[src/rtl/reorder_buffer_if.sv]
// Dispatcher, CDB and commit signals of the reorder buffer.
// The slave modport is the ROB itself; the master modport is whatever surrounds it.
interface reorder_buffer_if #(
    parameter int ID_W   = 4,
    parameter int DATA_W = 32
);
    // dispatch / allocation
    logic              ena_from_dsp;
    logic [4:0]        rd_from_dsp;
    logic              is_store_from_dsp;
    logic [DATA_W-1:0] pc_from_dsp;
    logic [ID_W-1:0]   rob_id_to_dsp;
    logic              full_to_if;

    // operand queries
    logic [ID_W-1:0]   Q1_query;
    logic [ID_W-1:0]   Q2_query;
    logic              Q1_ready;
    logic              Q2_ready;
    logic [DATA_W-1:0] V1_query;
    logic [DATA_W-1:0] V2_query;

    // result broadcasts
    logic              valid_from_rs_cdb;
    logic [ID_W-1:0]   rob_id_from_rs_cdb;
    logic [DATA_W-1:0] result_from_rs_cdb;
    logic              mispredict_from_rs_cdb;
    logic [DATA_W-1:0] target_pc_from_rs_cdb;
    logic              valid_from_ls_cdb;
    logic [ID_W-1:0]   rob_id_from_ls_cdb;
    logic [DATA_W-1:0] result_from_ls_cdb;

    // commit
    logic              commit_valid_to_reg;
    logic [4:0]        commit_rd_to_reg;
    logic [DATA_W-1:0] commit_value_to_reg;
    logic [ID_W-1:0]   commit_rob_id;
    logic              commit_store_to_lsb;
    logic              commit_jump_flag;
    logic [DATA_W-1:0] target_pc_to_if;

    modport slave (
        input  ena_from_dsp, rd_from_dsp, is_store_from_dsp, pc_from_dsp,
        output rob_id_to_dsp, full_to_if,
        input  Q1_query, Q2_query,
        output Q1_ready, Q2_ready, V1_query, V2_query,
        input  valid_from_rs_cdb, rob_id_from_rs_cdb, result_from_rs_cdb,
        input  mispredict_from_rs_cdb, target_pc_from_rs_cdb,
        input  valid_from_ls_cdb, rob_id_from_ls_cdb, result_from_ls_cdb,
        output commit_valid_to_reg, commit_rd_to_reg, commit_value_to_reg,
        output commit_rob_id, commit_store_to_lsb, commit_jump_flag, target_pc_to_if
    );

    modport master (
        output ena_from_dsp, rd_from_dsp, is_store_from_dsp, pc_from_dsp,
        input  rob_id_to_dsp, full_to_if,
        output Q1_query, Q2_query,
        input  Q1_ready, Q2_ready, V1_query, V2_query,
        output valid_from_rs_cdb, rob_id_from_rs_cdb, result_from_rs_cdb,
        output mispredict_from_rs_cdb, target_pc_from_rs_cdb,
        output valid_from_ls_cdb, rob_id_from_ls_cdb, result_from_ls_cdb,
        input  commit_valid_to_reg, commit_rd_to_reg, commit_value_to_reg,
        input  commit_rob_id, commit_store_to_lsb, commit_jump_flag, target_pc_to_if
    );
endinterface

[src/rtl/reorder_buffer.sv]
// Circular in-order commit buffer: allocates ids 1..ROB_SIZE, captures CDB results,
// answers operand queries and retires one entry per cycle, flushing on a mispredict.
module reorder_buffer #(
    parameter int ROB_SIZE = 15,
    parameter int ID_W     = 4,
    parameter int DATA_W   = 32
) (
    input logic            clk,
    input logic            rst,
    input logic            rdy,
    reorder_buffer_if.slave bus
);
    // Slot 0 is ZERO_ROB and is never allocated, so storage has one spare entry.
    localparam int DEPTH = ROB_SIZE + 1;
    localparam int CNT_W = $clog2(ROB_SIZE + 1);
    localparam logic [ID_W-1:0] FIRST_ID = ID_W'(1);
    localparam logic [ID_W-1:0] LAST_ID  = ID_W'(ROB_SIZE);

    typedef struct packed {
        logic              ready;
        logic [DATA_W-1:0] value;
    } query_t;

    // entry flags (reset) and payload (not reset)
    logic [DEPTH-1:0]  busy_q, busy_d;
    logic [DEPTH-1:0]  ready_q, ready_d;
    logic [DEPTH-1:0]  store_q, store_d;
    logic [DEPTH-1:0]  mispredict_q, mispredict_d;
    logic [4:0]        rd_q     [DEPTH];
    logic [4:0]        rd_d     [DEPTH];
    logic [DATA_W-1:0] value_q  [DEPTH];
    logic [DATA_W-1:0] value_d  [DEPTH];
    logic [DATA_W-1:0] target_q [DEPTH];
    logic [DATA_W-1:0] target_d [DEPTH];

    logic [ID_W-1:0]   head_q, head_d;
    logic [ID_W-1:0]   tail_q, tail_d;
    logic [CNT_W-1:0]  count_q, count_d;

    // registered commit outputs
    logic              commit_valid_q, commit_valid_d;
    logic [4:0]        commit_rd_q, commit_rd_d;
    logic [DATA_W-1:0] commit_value_q, commit_value_d;
    logic [ID_W-1:0]   commit_rob_id_q, commit_rob_id_d;
    logic              commit_store_q, commit_store_d;
    logic              jump_q, jump_d;
    logic [DATA_W-1:0] jump_target_q, jump_target_d;

    logic              full;
    logic              do_alloc;
    logic              do_commit;
    query_t            q1_res;
    query_t            q2_res;

    function automatic logic [ID_W-1:0] next_id(input logic [ID_W-1:0] id);
        return (id == LAST_ID) ? FIRST_ID : id + FIRST_ID;
    endfunction

    // Stored value first, then same-cycle broadcasts with RS ahead of LS.
    function automatic query_t lookup(input logic [ID_W-1:0] id);
        query_t res;
        res = '0;
        if (id == '0) begin
            res.ready = 1'b1;
        end else if (busy_q[id] && ready_q[id]) begin
            res.ready = 1'b1;
            res.value = value_q[id];
        end else if (bus.valid_from_rs_cdb && bus.rob_id_from_rs_cdb == id) begin
            res.ready = 1'b1;
            res.value = bus.result_from_rs_cdb;
        end else if (bus.valid_from_ls_cdb && bus.rob_id_from_ls_cdb == id) begin
            res.ready = 1'b1;
            res.value = bus.result_from_ls_cdb;
        end
        return res;
    endfunction

    assign full = (count_q == CNT_W'(ROB_SIZE));

    // NOTE: every always_comb output gets a default up front, otherwise a path that
    // skips an assignment would infer a latch.
    always_comb begin
        busy_d          = busy_q;
        ready_d         = ready_q;
        store_d         = store_q;
        mispredict_d    = mispredict_q;
        rd_d            = rd_q;
        value_d         = value_q;
        target_d        = target_q;
        head_d          = head_q;
        tail_d          = tail_q;
        count_d         = count_q;
        commit_valid_d  = 1'b0;
        commit_rd_d     = '0;
        commit_value_d  = '0;
        commit_rob_id_d = '0;
        commit_store_d  = 1'b0;
        jump_d          = 1'b0;
        jump_target_d   = '0;
        do_alloc        = 1'b0;
        do_commit       = 1'b0;

        // The flush edge must not be lost to a stalled rdy: downstream flushes on it too.
        if (jump_q) begin
            busy_d  = '0;
            ready_d = '0;
            head_d  = FIRST_ID;
            tail_d  = FIRST_ID;
            count_d = '0;
        end else if (rdy) begin
            if (bus.valid_from_rs_cdb && busy_q[bus.rob_id_from_rs_cdb]) begin
                ready_d[bus.rob_id_from_rs_cdb]      = 1'b1;
                value_d[bus.rob_id_from_rs_cdb]      = bus.result_from_rs_cdb;
                mispredict_d[bus.rob_id_from_rs_cdb] = bus.mispredict_from_rs_cdb;
                target_d[bus.rob_id_from_rs_cdb]     = bus.target_pc_from_rs_cdb;
            end
            if (bus.valid_from_ls_cdb && busy_q[bus.rob_id_from_ls_cdb]) begin
                ready_d[bus.rob_id_from_ls_cdb] = 1'b1;
                value_d[bus.rob_id_from_ls_cdb] = bus.result_from_ls_cdb;
            end

            do_commit = busy_q[head_q] && ready_q[head_q];
            do_alloc  = bus.ena_from_dsp && !full;

            if (do_commit) begin
                commit_valid_d  = (rd_q[head_q] != 5'd0) && !store_q[head_q];
                commit_rd_d     = rd_q[head_q];
                commit_value_d  = value_q[head_q];
                commit_rob_id_d = head_q;
                commit_store_d  = store_q[head_q];
                jump_d          = mispredict_q[head_q];
                jump_target_d   = mispredict_q[head_q] ? target_q[head_q] : '0;
                busy_d[head_q]  = 1'b0;
                ready_d[head_q] = 1'b0;
                head_d          = next_id(head_q);
            end

            // tail is never head while an entry is live there, so this cannot clobber a commit
            if (do_alloc) begin
                busy_d[tail_q]       = 1'b1;
                ready_d[tail_q]      = 1'b0;
                store_d[tail_q]      = bus.is_store_from_dsp;
                mispredict_d[tail_q] = 1'b0;
                rd_d[tail_q]         = bus.rd_from_dsp;
                tail_d               = next_id(tail_q);
            end

            count_d = count_q + CNT_W'(do_alloc) - CNT_W'(do_commit);
        end
    end

    always_ff @(posedge clk or posedge rst) begin
        if (rst) begin
            busy_q          <= '0;
            ready_q         <= '0;
            store_q         <= '0;
            mispredict_q    <= '0;
            head_q          <= FIRST_ID;
            tail_q          <= FIRST_ID;
            count_q         <= '0;
            commit_valid_q  <= 1'b0;
            commit_rd_q     <= '0;
            commit_value_q  <= '0;
            commit_rob_id_q <= '0;
            commit_store_q  <= 1'b0;
            jump_q          <= 1'b0;
            jump_target_q   <= '0;
        end else begin
            busy_q          <= busy_d;
            ready_q         <= ready_d;
            store_q         <= store_d;
            mispredict_q    <= mispredict_d;
            head_q          <= head_d;
            tail_q          <= tail_d;
            count_q         <= count_d;
            commit_valid_q  <= commit_valid_d;
            commit_rd_q     <= commit_rd_d;
            commit_value_q  <= commit_value_d;
            commit_rob_id_q <= commit_rob_id_d;
            commit_store_q  <= commit_store_d;
            jump_q          <= jump_d;
            jump_target_q   <= jump_target_d;
        end
    end

    // NOTE: payload arrays carry no reset; busy/ready gate every read, so their
    // power-up contents are never observed and they map onto plain storage.
    always_ff @(posedge clk) begin
        rd_q     <= rd_d;
        value_q  <= value_d;
        target_q <= target_d;
    end

    always_comb begin
        q1_res = lookup(bus.Q1_query);
        q2_res = lookup(bus.Q2_query);
    end

    assign bus.Q1_ready = q1_res.ready;
    assign bus.V1_query = q1_res.value;
    assign bus.Q2_ready = q2_res.ready;
    assign bus.V2_query = q2_res.value;

    assign bus.rob_id_to_dsp       = tail_q;
    assign bus.full_to_if          = full;
    assign bus.commit_valid_to_reg = commit_valid_q;
    assign bus.commit_rd_to_reg    = commit_rd_q;
    assign bus.commit_value_to_reg = commit_value_q;
    assign bus.commit_rob_id       = commit_rob_id_q;
    assign bus.commit_store_to_lsb = commit_store_q;
    assign bus.commit_jump_flag    = jump_q;
    assign bus.target_pc_to_if     = jump_target_q;

    // The dispatch pc travels with the request but retirement never needs it.
    logic unused_pc;
    assign unused_pc = ^bus.pc_from_dsp;
endmodule

[src/flat_wrapper.sv]
// flat-port wrapper written by rule: the top's interface ports become plain ports
module reorder_buffer_flat 
#(
    parameter int ROB_SIZE = 15,
    parameter int ID_W     = 4,
    parameter int DATA_W   = 32
)
  (clk, rst, rdy, bus_ena_from_dsp, bus_rd_from_dsp, bus_is_store_from_dsp, bus_pc_from_dsp, bus_rob_id_to_dsp, bus_full_to_if, bus_Q1_query, bus_Q2_query, bus_Q1_ready, bus_Q2_ready, bus_V1_query, bus_V2_query, bus_valid_from_rs_cdb, bus_rob_id_from_rs_cdb, bus_result_from_rs_cdb, bus_mispredict_from_rs_cdb, bus_target_pc_from_rs_cdb, bus_valid_from_ls_cdb, bus_rob_id_from_ls_cdb, bus_result_from_ls_cdb, bus_commit_valid_to_reg, bus_commit_rd_to_reg, bus_commit_value_to_reg, bus_commit_rob_id, bus_commit_store_to_lsb, bus_commit_jump_flag, bus_target_pc_to_if);
  reorder_buffer_if #(.ID_W(ID_W), .DATA_W(DATA_W)) bus_i ();
  input logic clk;
  input logic rst;
  input logic rdy;
  input wire logic [$bits(bus_i.ena_from_dsp)-1:0] bus_ena_from_dsp;
  input wire logic [$bits(bus_i.rd_from_dsp)-1:0] bus_rd_from_dsp;
  input wire logic [$bits(bus_i.is_store_from_dsp)-1:0] bus_is_store_from_dsp;
  input wire logic [$bits(bus_i.pc_from_dsp)-1:0] bus_pc_from_dsp;
  output wire logic [$bits(bus_i.rob_id_to_dsp)-1:0] bus_rob_id_to_dsp;
  output wire logic [$bits(bus_i.full_to_if)-1:0] bus_full_to_if;
  input wire logic [$bits(bus_i.Q1_query)-1:0] bus_Q1_query;
  input wire logic [$bits(bus_i.Q2_query)-1:0] bus_Q2_query;
  output wire logic [$bits(bus_i.Q1_ready)-1:0] bus_Q1_ready;
  output wire logic [$bits(bus_i.Q2_ready)-1:0] bus_Q2_ready;
  output wire logic [$bits(bus_i.V1_query)-1:0] bus_V1_query;
  output wire logic [$bits(bus_i.V2_query)-1:0] bus_V2_query;
  input wire logic [$bits(bus_i.valid_from_rs_cdb)-1:0] bus_valid_from_rs_cdb;
  input wire logic [$bits(bus_i.rob_id_from_rs_cdb)-1:0] bus_rob_id_from_rs_cdb;
  input wire logic [$bits(bus_i.result_from_rs_cdb)-1:0] bus_result_from_rs_cdb;
  input wire logic [$bits(bus_i.mispredict_from_rs_cdb)-1:0] bus_mispredict_from_rs_cdb;
  input wire logic [$bits(bus_i.target_pc_from_rs_cdb)-1:0] bus_target_pc_from_rs_cdb;
  input wire logic [$bits(bus_i.valid_from_ls_cdb)-1:0] bus_valid_from_ls_cdb;
  input wire logic [$bits(bus_i.rob_id_from_ls_cdb)-1:0] bus_rob_id_from_ls_cdb;
  input wire logic [$bits(bus_i.result_from_ls_cdb)-1:0] bus_result_from_ls_cdb;
  output wire logic [$bits(bus_i.commit_valid_to_reg)-1:0] bus_commit_valid_to_reg;
  output wire logic [$bits(bus_i.commit_rd_to_reg)-1:0] bus_commit_rd_to_reg;
  output wire logic [$bits(bus_i.commit_value_to_reg)-1:0] bus_commit_value_to_reg;
  output wire logic [$bits(bus_i.commit_rob_id)-1:0] bus_commit_rob_id;
  output wire logic [$bits(bus_i.commit_store_to_lsb)-1:0] bus_commit_store_to_lsb;
  output wire logic [$bits(bus_i.commit_jump_flag)-1:0] bus_commit_jump_flag;
  output wire logic [$bits(bus_i.target_pc_to_if)-1:0] bus_target_pc_to_if;
  assign bus_i.ena_from_dsp = bus_ena_from_dsp;
  assign bus_i.rd_from_dsp = bus_rd_from_dsp;
  assign bus_i.is_store_from_dsp = bus_is_store_from_dsp;
  assign bus_i.pc_from_dsp = bus_pc_from_dsp;
  assign bus_rob_id_to_dsp = bus_i.rob_id_to_dsp;
  assign bus_full_to_if = bus_i.full_to_if;
  assign bus_i.Q1_query = bus_Q1_query;
  assign bus_i.Q2_query = bus_Q2_query;
  assign bus_Q1_ready = bus_i.Q1_ready;
  assign bus_Q2_ready = bus_i.Q2_ready;
  assign bus_V1_query = bus_i.V1_query;
  assign bus_V2_query = bus_i.V2_query;
  assign bus_i.valid_from_rs_cdb = bus_valid_from_rs_cdb;
  assign bus_i.rob_id_from_rs_cdb = bus_rob_id_from_rs_cdb;
  assign bus_i.result_from_rs_cdb = bus_result_from_rs_cdb;
  assign bus_i.mispredict_from_rs_cdb = bus_mispredict_from_rs_cdb;
  assign bus_i.target_pc_from_rs_cdb = bus_target_pc_from_rs_cdb;
  assign bus_i.valid_from_ls_cdb = bus_valid_from_ls_cdb;
  assign bus_i.rob_id_from_ls_cdb = bus_rob_id_from_ls_cdb;
  assign bus_i.result_from_ls_cdb = bus_result_from_ls_cdb;
  assign bus_commit_valid_to_reg = bus_i.commit_valid_to_reg;
  assign bus_commit_rd_to_reg = bus_i.commit_rd_to_reg;
  assign bus_commit_value_to_reg = bus_i.commit_value_to_reg;
  assign bus_commit_rob_id = bus_i.commit_rob_id;
  assign bus_commit_store_to_lsb = bus_i.commit_store_to_lsb;
  assign bus_commit_jump_flag = bus_i.commit_jump_flag;
  assign bus_target_pc_to_if = bus_i.target_pc_to_if;
  reorder_buffer #(.ROB_SIZE(ROB_SIZE), .ID_W(ID_W), .DATA_W(DATA_W)) u_core (.clk(clk), .rst(rst), .rdy(rdy), .bus(bus_i));
endmodule
[config.mk]
export PLATFORM = sky130hd
export DESIGN_NAME = reorder_buffer_flat
export DESIGN_NICKNAME = d
export VERILOG_FILES = /design/src/rtl/reorder_buffer_if.sv /design/src/rtl/reorder_buffer.sv /design/src/flat_wrapper.sv
export SDC_FILE = /design/constraint.sdc
export NUM_CORES = 2
export LEC_CHECK = 0
export ABC_AREA = 1
export ABC_CLOCK_PERIOD_IN_PS = 23700
export BUFFER_PORTS_ARGS = -buffer_cell sky130_fd_sc_hd__buf_2
export CELL_PAD_IN_SITES_DETAIL_PLACEMENT = 0
export CELL_PAD_IN_SITES_GLOBAL_PLACEMENT = 2
export CORE_ASPECT_RATIO = 0.75
export CORE_UTILIZATION = 38
export DETAILED_ROUTE_END_ITERATION = 16
export GPL_ROUTABILITY_DRIVEN = 0
export PLACE_DENSITY_LB_ADDON = 0.1
export REMOVE_ABC_BUFFERS = 1
export SKIP_CTS_REPAIR_TIMING = 1
export SLEW_MARGIN = 30
export SYNTH_ARGS = -nofsm -noshare
export SYNTH_HDL_FRONTEND = slang
export SYNTH_SLANG_ARGS = --single-unit
[constraint.sdc]
create_clock -name clk -period 23.7 [get_ports clk]
set_clock_uncertainty 0.1 [all_clocks]
set_input_delay 4.74 -clock clk [delete_from_list [all_inputs] [get_ports clk]]
set_output_delay 4.74 -clock clk [all_outputs]
set_load 0.005 [all_outputs]
==> flow_metrics.tcl <==
set metrics [dict create \
    synth_top_family_by_area "simple AND/OR/NAND/NOR gates" \
    ys_ff_latch 1256 \
    fin_crit_sh_pct 63.3 \
    crit_required_ns 18.86 \
    synthMuxAreaShare_pct 0.448 \
    grt_pass1_wl_um 556000 \
    critPathMaxFanout 55 \
    final_cells 12500 \
    synth_edf_count 1104 \
    ant_nets 0 \
    finalHoldViolations 0 \
    drv_slew 0 \
    synthAdderAreaFrac_pct 0.234 \
    worst-path-buf-inv 6 \
    yosysWarnings 0 \
    cap_violations 0 \
    gr-usage-all-layers_pct 37.2 \
    antenna_found_initial 17 \
    rows 143 \
    hold_path_class "reg -> reg" \
    tightest_slew_ns 1.20 \
    total_power_mw 8.00 \
    setup_viol 0 \
    worstPathArrival_ns 10.16 \
    grt_start_max_net_pins 197 \
    io_pins 304 \
    cp_top_family "buffers and inverters" \
    cts_buffers 154 \
    tns_ns 0 \
    crit_type "in -> out" \
    nNetsFinal 9867 \
    synthArstFlopShare_pct 12.1 \
    crit_slowest_cell "nand2_1" \
    setup_ws_ns 8.70 \
    vias_per_cell 6.36 \
    dp_hpwl_um 206000 \
    seq_area_frac_synth_pct 47.4 \
    status "finished clean" \
    dpl.cell_count 12200 \
    syn_avg_cell_area_um2 7.74 \
    die_x_um 525 \
    final_cell_mix "1856 x nand2_1, 1314 x o21ai_0, 1140 x nand3_1" \
    ys_types 48 \
    clock.fmax_ghz 0.0667 \
    pre_cts_ws_ns 9.25 \
    peakVddDrop_mv 0.0806 \
    io_buffers 271 \
    drt-pass1-iter-count 6 \
    relSlewSlack_pct 19.7 \
    tritoncts "yes" \
    worstSetupEndpointType "primary output" \
    powerDensity_nw_per_um2 93.3 \
    insertion_delay_ns 0.82 \
    ys.flop_type "edfxtp_1" \
    fillers 20600 \
    period_needed_ns 15.00 \
    detail_route.wl_per_cell_um 31.8 \
    synth-compound-area-share_pct 16.0 \
    vias 79600 \
    rsz0062_at_grt "false" \
    clock_tree.buffer_depth 4 \
    cts_root_buffer "clkbuf_16" \
    grt_pass1_vias 71800 \
    drt_iter0_drc 12400 \
    syn-cell-area_um2 78000 \
    h-tree-depth 4 \
    path_clk_slew_ns 0.06 \
    die-area_um2 207000 \
    clock-sinks 1256 \
    final_common_cell "nand2_1" \
    yosys.area_share.xor_xnor_pct 0.0562 \
    drive_above_1_share_pct 8.88 \
    start_kind "primary input" \
    drc 0 \
    synth-simple-area-share_pct 26.8 \
    crit_chain "buf_6, inv_6, nor2_1, a21oi_1, o21ai_0, nand2_1, nand3_2, buf_4, nand2_1, inv_2, buf_4, nor2_1, nor2_1, buf_2" \
    cpMostUsedCell "nor2_1" \
    initial_core_util_pct 38.4 \
    wl_um 398000 \
    worst_path_largest_cell_delay_ns 0.88 \
    p_leak_nw 34.9 \
    coreArea_um2 203000 \
    syn2layout_area_growth_pct 10.0 \
    synthCells 10100 \
    dieHeight_um 394 \
    grt_overflow 0 \
    reg_top3 "u_core.target_q (512), u_core.value_q (512), u_core.rd_q (80)" \
]
metal layers:
metal | up-vias | GRT usage, % | routed length (um)
met5 | - | 0 | 27
met1 | 38700 | 52.9 | 168000
met3 | 907 | 9.82 | 48900
met4 | 4 | 14.9 | 16800
met2 | 5390 | 53.3 | 165000
li1 | 34600 | - | -
through the flow:
step                      hold slack, ns  utilization (%)  instance area (um^2)
after global placement             0.363             39.7                 80600
after floorplan                    0.348                -                 73700
final                              0.381             42.2                 85800
after CTS                          0.384             42.1                 85600
after global routing               0.399             42.2                 85700
after detailed placement           0.368             39.7                 80800
final cells by class:
| type | instances | area, um^2 | area share (%) |
|---|---|---|---|
| inverter | 729 | 2780 | 3.25 |
| tap | 2682 | 3360 | 3.91 |
| timing repair buffer | 467 | 3130 | 3.65 |
| clock buffer | 216 | 4280 | 4.99 |
| multi-input combinational | 7088 | 34600 | 40.4 |
| clock inverter | 56 | 583 | 0.680 |
| antenna | 12 | 30.0 | 0.0350 |
| sequential | 1256 | 37000 | 43.1 |
power by group:
group | internal, mW | leakage (nW) | switching [mW]
combinational | 0.716 | 20.2 | 2.02
clock | 1.37 | 2.38 | 1.02
sequential | 2.68 | 12.4 | 0.190
total | 4.77 | 34.9 | 3.23
cells by family after synthesis:
kind of cell	count (synthesis)
AND/OR/NAND/NOR	4613
flip-flops	1256
AO/OA/AOI/OAI	2425
XOR/XNOR	5
buffers and inverters	1729
multiplexers	31
adder cells (fa/ha/maj)	14
cells in the mapped netlist (all sizes together) (13+ instances only):
cell / n / area [um^2]
a21oi: 783 / 3920
buf: 382 / 1980
o221ai: 18 / 158
edfxtp: 1104 / 33200
o22ai: 145 / 907
nand2: 1868 / 7030
inv: 728 / 2730
nor2: 803 / 3050
nand4: 762 / 4850
nand3: 1161 / 5870
ha: 13 / 163
o21ai: 1444 / 7230
mux2: 31 / 349
nor3: 17 / 85.1
clkbuf: 618 / 2320
dfrtp: 150 / 3750
worst register-to-register path, delay by kind of cell (launching register included):
kind / cells / cell delay [ns]
AOI/OAI and AO/OA: 1 / 0.17
buffers and inverters: 5 / 3.15
DFF: 1 / 0.69
and+or+nand+nor: 8 / 1.27
worst paths after layout:
check | slack (ns) | from | end | cells after the start
max | 8.70 | bus_Q2_query[1] | bus_V2_query[27] | 14
max in group asynchronous | 18.21 | rst | u_core.bus.commit_value_to_reg[19]$_DFF_PP0_ | 3
max reg2reg | 18.13 | u_core.head_q[0]$_DFFE_PP1P_ | u_core.bus.commit_value_to_reg[28]$_DFF_PP0_ | 14
min reg2reg | 0.38 | u_core.store_q[1]$_DFFE_PP0P_ | u_core.store_q[1]$_DFFE_PP0P_ | 2
min in group asynchronous | 3.91 | rst | u_core.bus.target_pc_to_if[2]$_DFF_PP0_ | 2
min | 0.38 | u_core.store_q[1]$_DFFE_PP0P_ | u_core.store_q[1]$_DFFE_PP0P_ | 2
Note: power is estimated with default switching activity, not from simulation.
